### src/rtl/regfile_pkg.sv
`default_nettype none
// ============================================================================
// Module      : regfile_pkg
// Description : Shared defaults and address type for the register file.
// Revision    : 1.0 - initial release
// ============================================================================
package regfile_pkg;

    localparam int DEF_DATA_W = 32;
    localparam int DEF_NREGS  = 16;

    typedef logic [$clog2(DEF_NREGS)-1:0] reg_addr_t;

endpackage : regfile_pkg
`default_nettype wire

### src/rtl/rf_scoreboard.sv
`default_nettype none
// ============================================================================
// Module      : rf_scoreboard
// Description : Pending-write tracking, issue stall and write-back error flag.
//               Honours REGFILE_WB_BYPASS_EN (write-back releases stall early).
// Revision    : 1.0 - initial release
// ============================================================================
module rf_scoreboard
    import regfile_pkg::*;
#(
    parameter int NREGS  = DEF_NREGS,
    parameter int PC_IDX = NREGS - 1,
    parameter int ADDR_W = $clog2(NREGS)
) (
    input  logic              clk,
    input  logic              rst,
    input  logic [ADDR_W-1:0] ra1,
    input  logic [ADDR_W-1:0] ra2,
    input  logic              we,
    input  logic [ADDR_W-1:0] wa,
    input  logic              iss_valid,
    input  logic [ADDR_W-1:0] iss_dst,
    output logic              iss_ready,
    output logic [NREGS-1:0]  busy,
    output logic              wb_err
);

    localparam logic [ADDR_W-1:0] PC_A = ADDR_W'(PC_IDX);

    logic [NREGS-1:0] busy_q;
    logic [NREGS-1:0] busy_d;
    logic [NREGS-1:0] busy_eff;
    logic             wb_err_q;
    logic             wb_err_d;
    logic             wr_ok;
    logic             set_ok;

    always_comb begin
        busy_eff = busy_q;
`ifdef REGFILE_WB_BYPASS_EN
        if (we) busy_eff[wa] = 1'b0;
`endif
        busy_eff[PC_IDX] = 1'b0;
        iss_ready = !(busy_eff[ra1] | busy_eff[ra2] | busy_eff[iss_dst]);

        wr_ok  = we && (wa != PC_A);
        set_ok = iss_valid && iss_ready && (iss_dst != PC_A);

        // Set is applied after clear so a same-index collision leaves the bit set.
        busy_d = busy_q;
        if (wr_ok)  busy_d[wa]      = 1'b0;
        if (set_ok) busy_d[iss_dst] = 1'b1;

        wb_err_d = wb_err_q | (wr_ok & ~busy_q[wa]);
    end

    always_ff @(posedge clk or posedge rst) begin
        if (rst) begin
            busy_q   <= '0;
            wb_err_q <= 1'b0;
        end else begin
            busy_q   <= busy_d;
            wb_err_q <= wb_err_d;
        end
    end

    assign busy   = busy_q;
    assign wb_err = wb_err_q;

endmodule : rf_scoreboard
`default_nettype wire

### src/rtl/regfile_scoreboard.sv
`default_nettype none
// ============================================================================
// Module      : regfile_scoreboard
// Description : Register file with PC alias and issue scoreboard.
//               Optional REGFILE_WB_BYPASS_EN forwards write-back data to reads.
// Revision    : 1.0 - initial release
// ============================================================================
module regfile_scoreboard
    import regfile_pkg::*;
#(
    parameter int DATA_W = DEF_DATA_W,
    parameter int NREGS  = DEF_NREGS,
    parameter int PC_IDX = NREGS - 1,
    parameter int ADDR_W = $clog2(NREGS)
) (
    input  logic              clk,
    input  logic              rst,
    input  logic [ADDR_W-1:0] ra1,
    input  logic [ADDR_W-1:0] ra2,
    output logic [DATA_W-1:0] rd1,
    output logic [DATA_W-1:0] rd2,
    input  logic [DATA_W-1:0] pc_val,
    input  logic              we,
    input  logic [ADDR_W-1:0] wa,
    input  logic [DATA_W-1:0] wd,
    input  logic              iss_valid,
    input  logic [ADDR_W-1:0] iss_dst,
    output logic              iss_ready,
    output logic [NREGS-1:0]  busy,
    output logic              wb_err
);

    localparam logic [ADDR_W-1:0] PC_A = ADDR_W'(PC_IDX);

    logic [DATA_W-1:0]           regs_q [NREGS];
    logic                        we_g;
    logic                        iss_valid_g;
    logic [1:0][ADDR_W-1:0]      ra_w;
    logic [1:0][DATA_W-1:0]      rd_w;

    assign we_g        = we & ~rst;
    assign iss_valid_g = iss_valid & ~rst;

    always_ff @(posedge clk or posedge rst) begin
        if (rst) begin
            for (int i = 0; i < NREGS; i++) regs_q[i] <= '0;
        end else if (we && (wa != PC_A)) begin
            regs_q[wa] <= wd;
        end
    end

    function automatic logic [DATA_W-1:0] rd_sel(input logic [ADDR_W-1:0] a);
        logic [DATA_W-1:0] v;
        v = regs_q[a];
`ifdef REGFILE_WB_BYPASS_EN
        if (we_g && (wa == a)) v = wd;
`endif
        if (a == PC_A) v = pc_val;
        return v;
    endfunction

    assign ra_w[0] = ra1;
    assign ra_w[1] = ra2;

    for (genvar p = 0; p < 2; p++) begin : g_rdport
        assign rd_w[p] = rd_sel(ra_w[p]);
    end

    assign rd1 = rd_w[0];
    assign rd2 = rd_w[1];

    rf_scoreboard #(
        .NREGS  (NREGS),
        .PC_IDX (PC_IDX),
        .ADDR_W (ADDR_W)
    ) u_sb (
        .clk       (clk),
        .rst       (rst),
        .ra1       (ra1),
        .ra2       (ra2),
        .we        (we_g),
        .wa        (wa),
        .iss_valid (iss_valid_g),
        .iss_dst   (iss_dst),
        .iss_ready (iss_ready),
        .busy      (busy),
        .wb_err    (wb_err)
    );

endmodule : regfile_scoreboard
`default_nettype wire

### config.mk
export PLATFORM = sky130hd
export DESIGN_NAME = regfile_scoreboard
export DESIGN_NICKNAME = d
export VERILOG_FILES = /design/src/rtl/regfile_pkg.sv /design/src/rtl/rf_scoreboard.sv /design/src/rtl/regfile_scoreboard.sv
export SDC_FILE = /design/constraint.sdc
export NUM_CORES = 1
export LEC_CHECK = 0
export ABC_CLOCK_PERIOD_IN_PS = 19050
export CORE_MARGIN = 2
export CORE_UTILIZATION = 30
export DETAILED_ROUTE_END_ITERATION = 16
export PLACE_DENSITY_LB_ADDON = 0.08
export REMOVE_ABC_BUFFERS = 1
export SETUP_SLACK_MARGIN = 0.3
export SKIP_LAST_GASP = 1
export SYNTH_ARGS = -nofsm -noshare
export SYNTH_HDL_FRONTEND = slang
export SYNTH_SLANG_ARGS = --single-unit
### constraint.sdc
create_clock -name clk -period 19.05 [get_ports clk]
set_input_delay 1.905 -clock clk [delete_from_list [all_inputs] [get_ports clk]]
set_output_delay 1.905 -clock clk [all_outputs]
set_load 0.005 [all_outputs]
# ---- Word level (Yosys, flattened, before mapping)
# Index checks and enable logic that the tools add are counted.
dict set report word_totals {
  regBits 529
  in_bits 84
  output_inout_bits 82
}
dict set report classes {
  order_cmp 10
  eq_ne 4
  n_mux 25
  bitwise_logic 14
  n_reduce_logical 8
}
# operator n
set op_table {}
lappend op_table {{$bwmux W512} 1}
lappend op_table {{$bmux W32 S4} 2}
lappend op_table {{$mux W32} 7}
lappend op_table {{$demux W32 S4} 1}
lappend op_table {{$mux W16} 2}
lappend op_table {{$lt A4 B5 Y1 const B} 4}
lappend op_table {{$and A16 B16 Y16} 1}
lappend op_table {{$bmux W1 S4} 4}
lappend op_table {{$not A16 Y16} 1}
lappend op_table {{$or A16 B16 Y16} 1}
lappend op_table {{$ge A5 B5 Y1 const B} 3}
lappend op_table {{$not A4 Y5} 3}
lappend op_table {{$demux W1 S4} 2}
lappend op_table {{$eq A4 B4 Y1 const B} 2}
lappend op_table {{$ge A4 B1 Y1 const B} 2}
lappend op_table {{$ne A4 B4 Y1 const B} 2}
lappend op_table {{$logic_and A1 B1 Y1} 7}
lappend op_table {{$mux W1} 6}
lappend op_table {{$lt A5 B1 Y1 const B} 1}
lappend op_table {{$and A1 B1 Y1} 3}
lappend op_table {{$or A1 B1 Y1} 3}
lappend op_table {{$not A1 Y1} 2}
lappend op_table {{$logic_not A1 Y1} 1}

# ---- Logic depth before layout (Yosys ltp)
dict set report logic_depth {
  word_depth 9
  mapped_depth 8
}

# ---- By module
# From an unflattened synthesis, not the netlist that was laid out.
dict set report unflattened {
  hier_cells 2059
  hier_area_um2 28619.9
}
# module instances cells_each area_each_um2 seq_area_each_um2
set modules_own_cells {}
lappend modules_own_cells {regfile_scoreboard 1 1924 27242.4 12787.3}
lappend modules_own_cells {rf_scoreboard 1 135 1377.6 425.4}

# ---- Worst setup path after synthesis
# No wires, ideal clock.
dict set report synth_path {
  path_type {input -> register}
  startpoint {input rst}
  endpoint {register u_sb.wb_err_q (netlist: u_sb.wb_err)}
  t_arrival_ns 12.650
  required_ns 18.940
  setup_slack_ns 6.290
  path_stages 3
  path_buffers 0
  cell_sequence {inv_1 nand2_1 o21bai_1}
}
dict set report synth_via {
  elab_chain_len 5
}
# element line_no
set synth_rtl {}
lappend synth_rtl {{from (decl)} regfile_scoreboard.sv:17} ;# input logic rst,
lappend synth_rtl {{$not A1 Y1} regfile_scoreboard.sv:41} ;# assign we_g = we & ~rst;
lappend synth_rtl {{$and A1 B1 Y1} regfile_scoreboard.sv:41}
lappend synth_rtl {{$logic_and A1 B1 Y1} rf_scoreboard.sv:46} ;# wr_ok = we && (wa != PC_A);
lappend synth_rtl {{$and A1 B1 Y1} rf_scoreboard.sv:54} ;# wb_err_d = wb_err_q | (wr_ok & ~busy_q[wa]);
lappend synth_rtl {{$or A1 B1 Y1} rf_scoreboard.sv:54}
lappend synth_rtl {{named net u_sb.wb_err_d} rf_scoreboard.sv:34} ;# logic wb_err_d;
lappend synth_rtl {{to (signal assigned)} rf_scoreboard.sv:63} ;# wb_err_q <= wb_err_d;
lappend synth_rtl {{to (decl)} rf_scoreboard.sv:33} ;# logic wb_err_q;
# The timed path passes the listed nets, and every way through them passes these cells.
# A chain may end at the register's enable or synchronous reset.

# ---- Final worst setup path
dict set report layout_path {
  startpoint {input ra2[0]}
  endpoint {output iss_ready}
}
dict set report layout_via {
  elab_chain_len 5
}
# element line_no
set layout_rtl {}
lappend layout_rtl {{from (decl)} regfile_scoreboard.sv:19} ;# input logic [ADDR_W-1:0] ra2,
lappend layout_rtl {{$bmux W1 S4} rf_scoreboard.sv:44} ;# iss_ready = !(busy_eff[ra1] | busy_eff[ra2] | busy_eff[iss_dst]);
lappend layout_rtl {{$mux W1 (implied by the code)} rf_scoreboard.sv:44}
lappend layout_rtl {{$or A1 B1 Y1 (2 in series)} rf_scoreboard.sv:44}
lappend layout_rtl {{$logic_not A1 Y1} rf_scoreboard.sv:44}
lappend layout_rtl {{to (decl)} regfile_scoreboard.sv:28} ;# output logic iss_ready,
# Every way passes these cells. The select of a mux whose other input is x is not followed.

==> reports/metrics.csv <==
metric,value,unit
grt_pass1_vias,18200,
grt_max_degree,158,
wl,88800,um
multi_input_area,0.0141,mm^2
postRouteAntennaNets,0,
antenna_found_initial,2,
min_path_cells,0,
cp.arrival,5.26,ns
synth_flop_cell,dfrtp_1,
ys_warn_count,0,
p_total,3.57,mW
finalMaxSlewViolations,0,
finish.instance_area,0.0321,mm^2
postCtsSetupRepairBufs,0,
drive_gt1_share,46.1,%
grt_setup_unrepaired,false,
synth_seq_area_share,45.7,%
tns,0,ns
overflow,0,
initial_core_util,30.3,%
powerDensity,111,mW/mm^2
place_area,0.0300,mm^2
clock_skew,0.0163,ns
portBuffers,165,
p_int,2.58,mW
ir_drop,0.0553,mV
nFillCells,8566,
core-area,0.0901,mm^2
crit_type,primary input to output pin,
syn_to_final_growth,17.3,%
clockPowerShare,33.4,%
num_rows,110,
path_max_fanout,79,
clkLatencyLatePin,0.60,ns
synth_most_common_cell,dfrtp_1,
syn_inst,1832,
endpoint_kind,output pin,
reg2reg_depth,5,
drt_pass1_iterations,5,
instances_no_fill,3134,
p_sw_share,27.8,%
ctsHoldBuffers,0,
power_switching,991,uW
status,"complete, no violations",
vias,17200,
hold_slack,0.373,ns
preCtsSetupSlack,11.82,ns
cts_tree,yes,
post_drt_via_cell_ratio,5.50,
ys_ff_latch,500,
synth_area_leader_cell,dfrtp_1,
synth.area.top_cells,"dfrtp_1, mux4_2, mux2_2",
post_synth_num_cell_types,41,
final_core_util,35.6,%
setup_ws,11.88,ns
required,17.14,ns
synth_edf_count,0,
n_antenna_cell,0,
period_needed,7.17,ns
die_h,306,um
ioPinCount,166,
avgRoutedWirePerCell,28.3,um
worst_pin_slew,1.13,ns
cts-htree-levels,3,
fmax,140,MHz
drt-initial-drc-count,1018,
numCtsBuffers,66,
hold_viol,0,
place_hpwl,49700,um
layout.nets,1995,
cts_sinks,500,
cp-start-kind,primary input,
synthArstFlopShare,100,%
setup_viol,0,
dp.cells,3019,
pwr-share-seq,42.0,%
yosys.area.top_type_share,45.7,%
grt_use_total,19.1,%
cts_buffer_depth,3,
cts-resized-gates,0,
period_share,37.6,%
drc_errors,0,
netlist_area,0.0274,mm^2
syn_avg_cell_area,14.9,um^2
seq_area,0.0125,mm^2
grt_pass1_wl,131000,um
yosys-top-cells-count,"dfrtp_1, mux2_2, mux4_2",
path_clk_slew,0.05,ns
cap_violations,0,
combPwrFrac,24.6,%
cts-root-buf,clkbuf_16,
place_congestion,0.754,
die_w,306,um
total_leakage_power,12.7,nW
max_slew_margin,24.9,%
worst_hold_path_type,flip-flop to flip-flop,
die-area,0.0936,mm^2
[final timing paths]
check,start,end,slack [ns]
min reg2reg,regs_q[16]$_DFFE_PP0P_,regs_q[16]$_DFFE_PP0P_,0.37
min,regs_q[16]$_DFFE_PP0P_,regs_q[16]$_DFFE_PP0P_,0.37
max,ra2[0],iss_ready,11.88
min in group asynchronous,rst,regs_q[35]$_DFFE_PP0P_,1.99
max reg2reg,u_sb.busy[1]$_DFF_PP0_,u_sb.busy[13]$_DFF_PP0_,16.61
max in group asynchronous,rst,regs_q[492]$_DFFE_PP0P_,14.50
[cells in the final DEF (no fill, tap or decap), drive strengths merged, types with 2 or more instances in the layout]
cell / instances
a211oi: 9
a311oi: 4
buf: 40
clkbuf: 104
clkdlybuf4s50: 157
clkinv: 8
dfrtp: 500
inv: 13
mux2: 482
mux2i: 83
mux4: 259
nand2: 13
nand2b: 8
nand3: 5
nand3b: 6
nand4: 3
nor2: 16
nor2b: 9
nor3: 4
nor3b: 2
nor4: 2
o211ai: 2
o21a: 58
o21ai: 130
o22ai: 2
o31ai: 13
o32ai: 7
o41ai: 4
or3: 4
or3b: 4
[state kept, by name (all words and copies together), names as in the netlist]
| signal | flops |
|---|---|
| regs_q | 483 |
| u_sb.wb_err | 1 |
| u_sb.busy | 16 |
[power by group through the flow]
| stage | clock network (mW) | registers (mW) | logic [mW] |
|---|---|---|---|
| final | 1.19 | 1.50 | 0.878 |
| after global routing | 1.28 | 1.53 | 0.950 |
| after CTS | 1.24 | 1.49 | 0.893 |
| after detailed placement | 0 | 1.51 | 0.890 |
| after global placement | 0 | 1.50 | 0.878 |
| after floorplan | 0 | 1.45 | 0.588 |
[layout make-up]
| cell class | instances | share of cell area (%) |
|---|---|---|
| clock buffers | 100 | 6.05 |
| clock inverters | 15 | 0.351 |
| inverters | 6 | 0.0936 |
| multi-input cells | 1136 | 43.8 |
| flip-flops and latches | 500 | 39.0 |
| well taps | 1176 | 4.59 |
| repair buffers | 201 | 6.09 |
[critical path: stages]
cell,delay [ns]
clkbuf_8,0.63
buf_4,0.78
or3_1,0.22
o32ai_1,0.07
nor4_1,0.40
nand4_2,0.45
inv_1,0.14
clkdlybuf4s50_1,0.53
[metal layers]
layer  vias up  GRT usage [%]  part of all wire, %
met4         2           4.75                  2.1
met5         -              0               0.0079
met3        97           3.34                  4.3
li1       7311              -                    -
met2       416           31.1                   48
met1      9408           26.5                   46
[cell families after synthesis]
kind of cell / count (synthesis) / synth area share, %
muxes: 824 / 44.2
DFF: 500 / 45.7
buffers and inverters: 196 / 3.12
AOI/OAI and AO/OA: 232 / 5.24
and+or+nand+nor: 80 / 1.67
No activity file was read; power rests on OpenSTA's default activity.
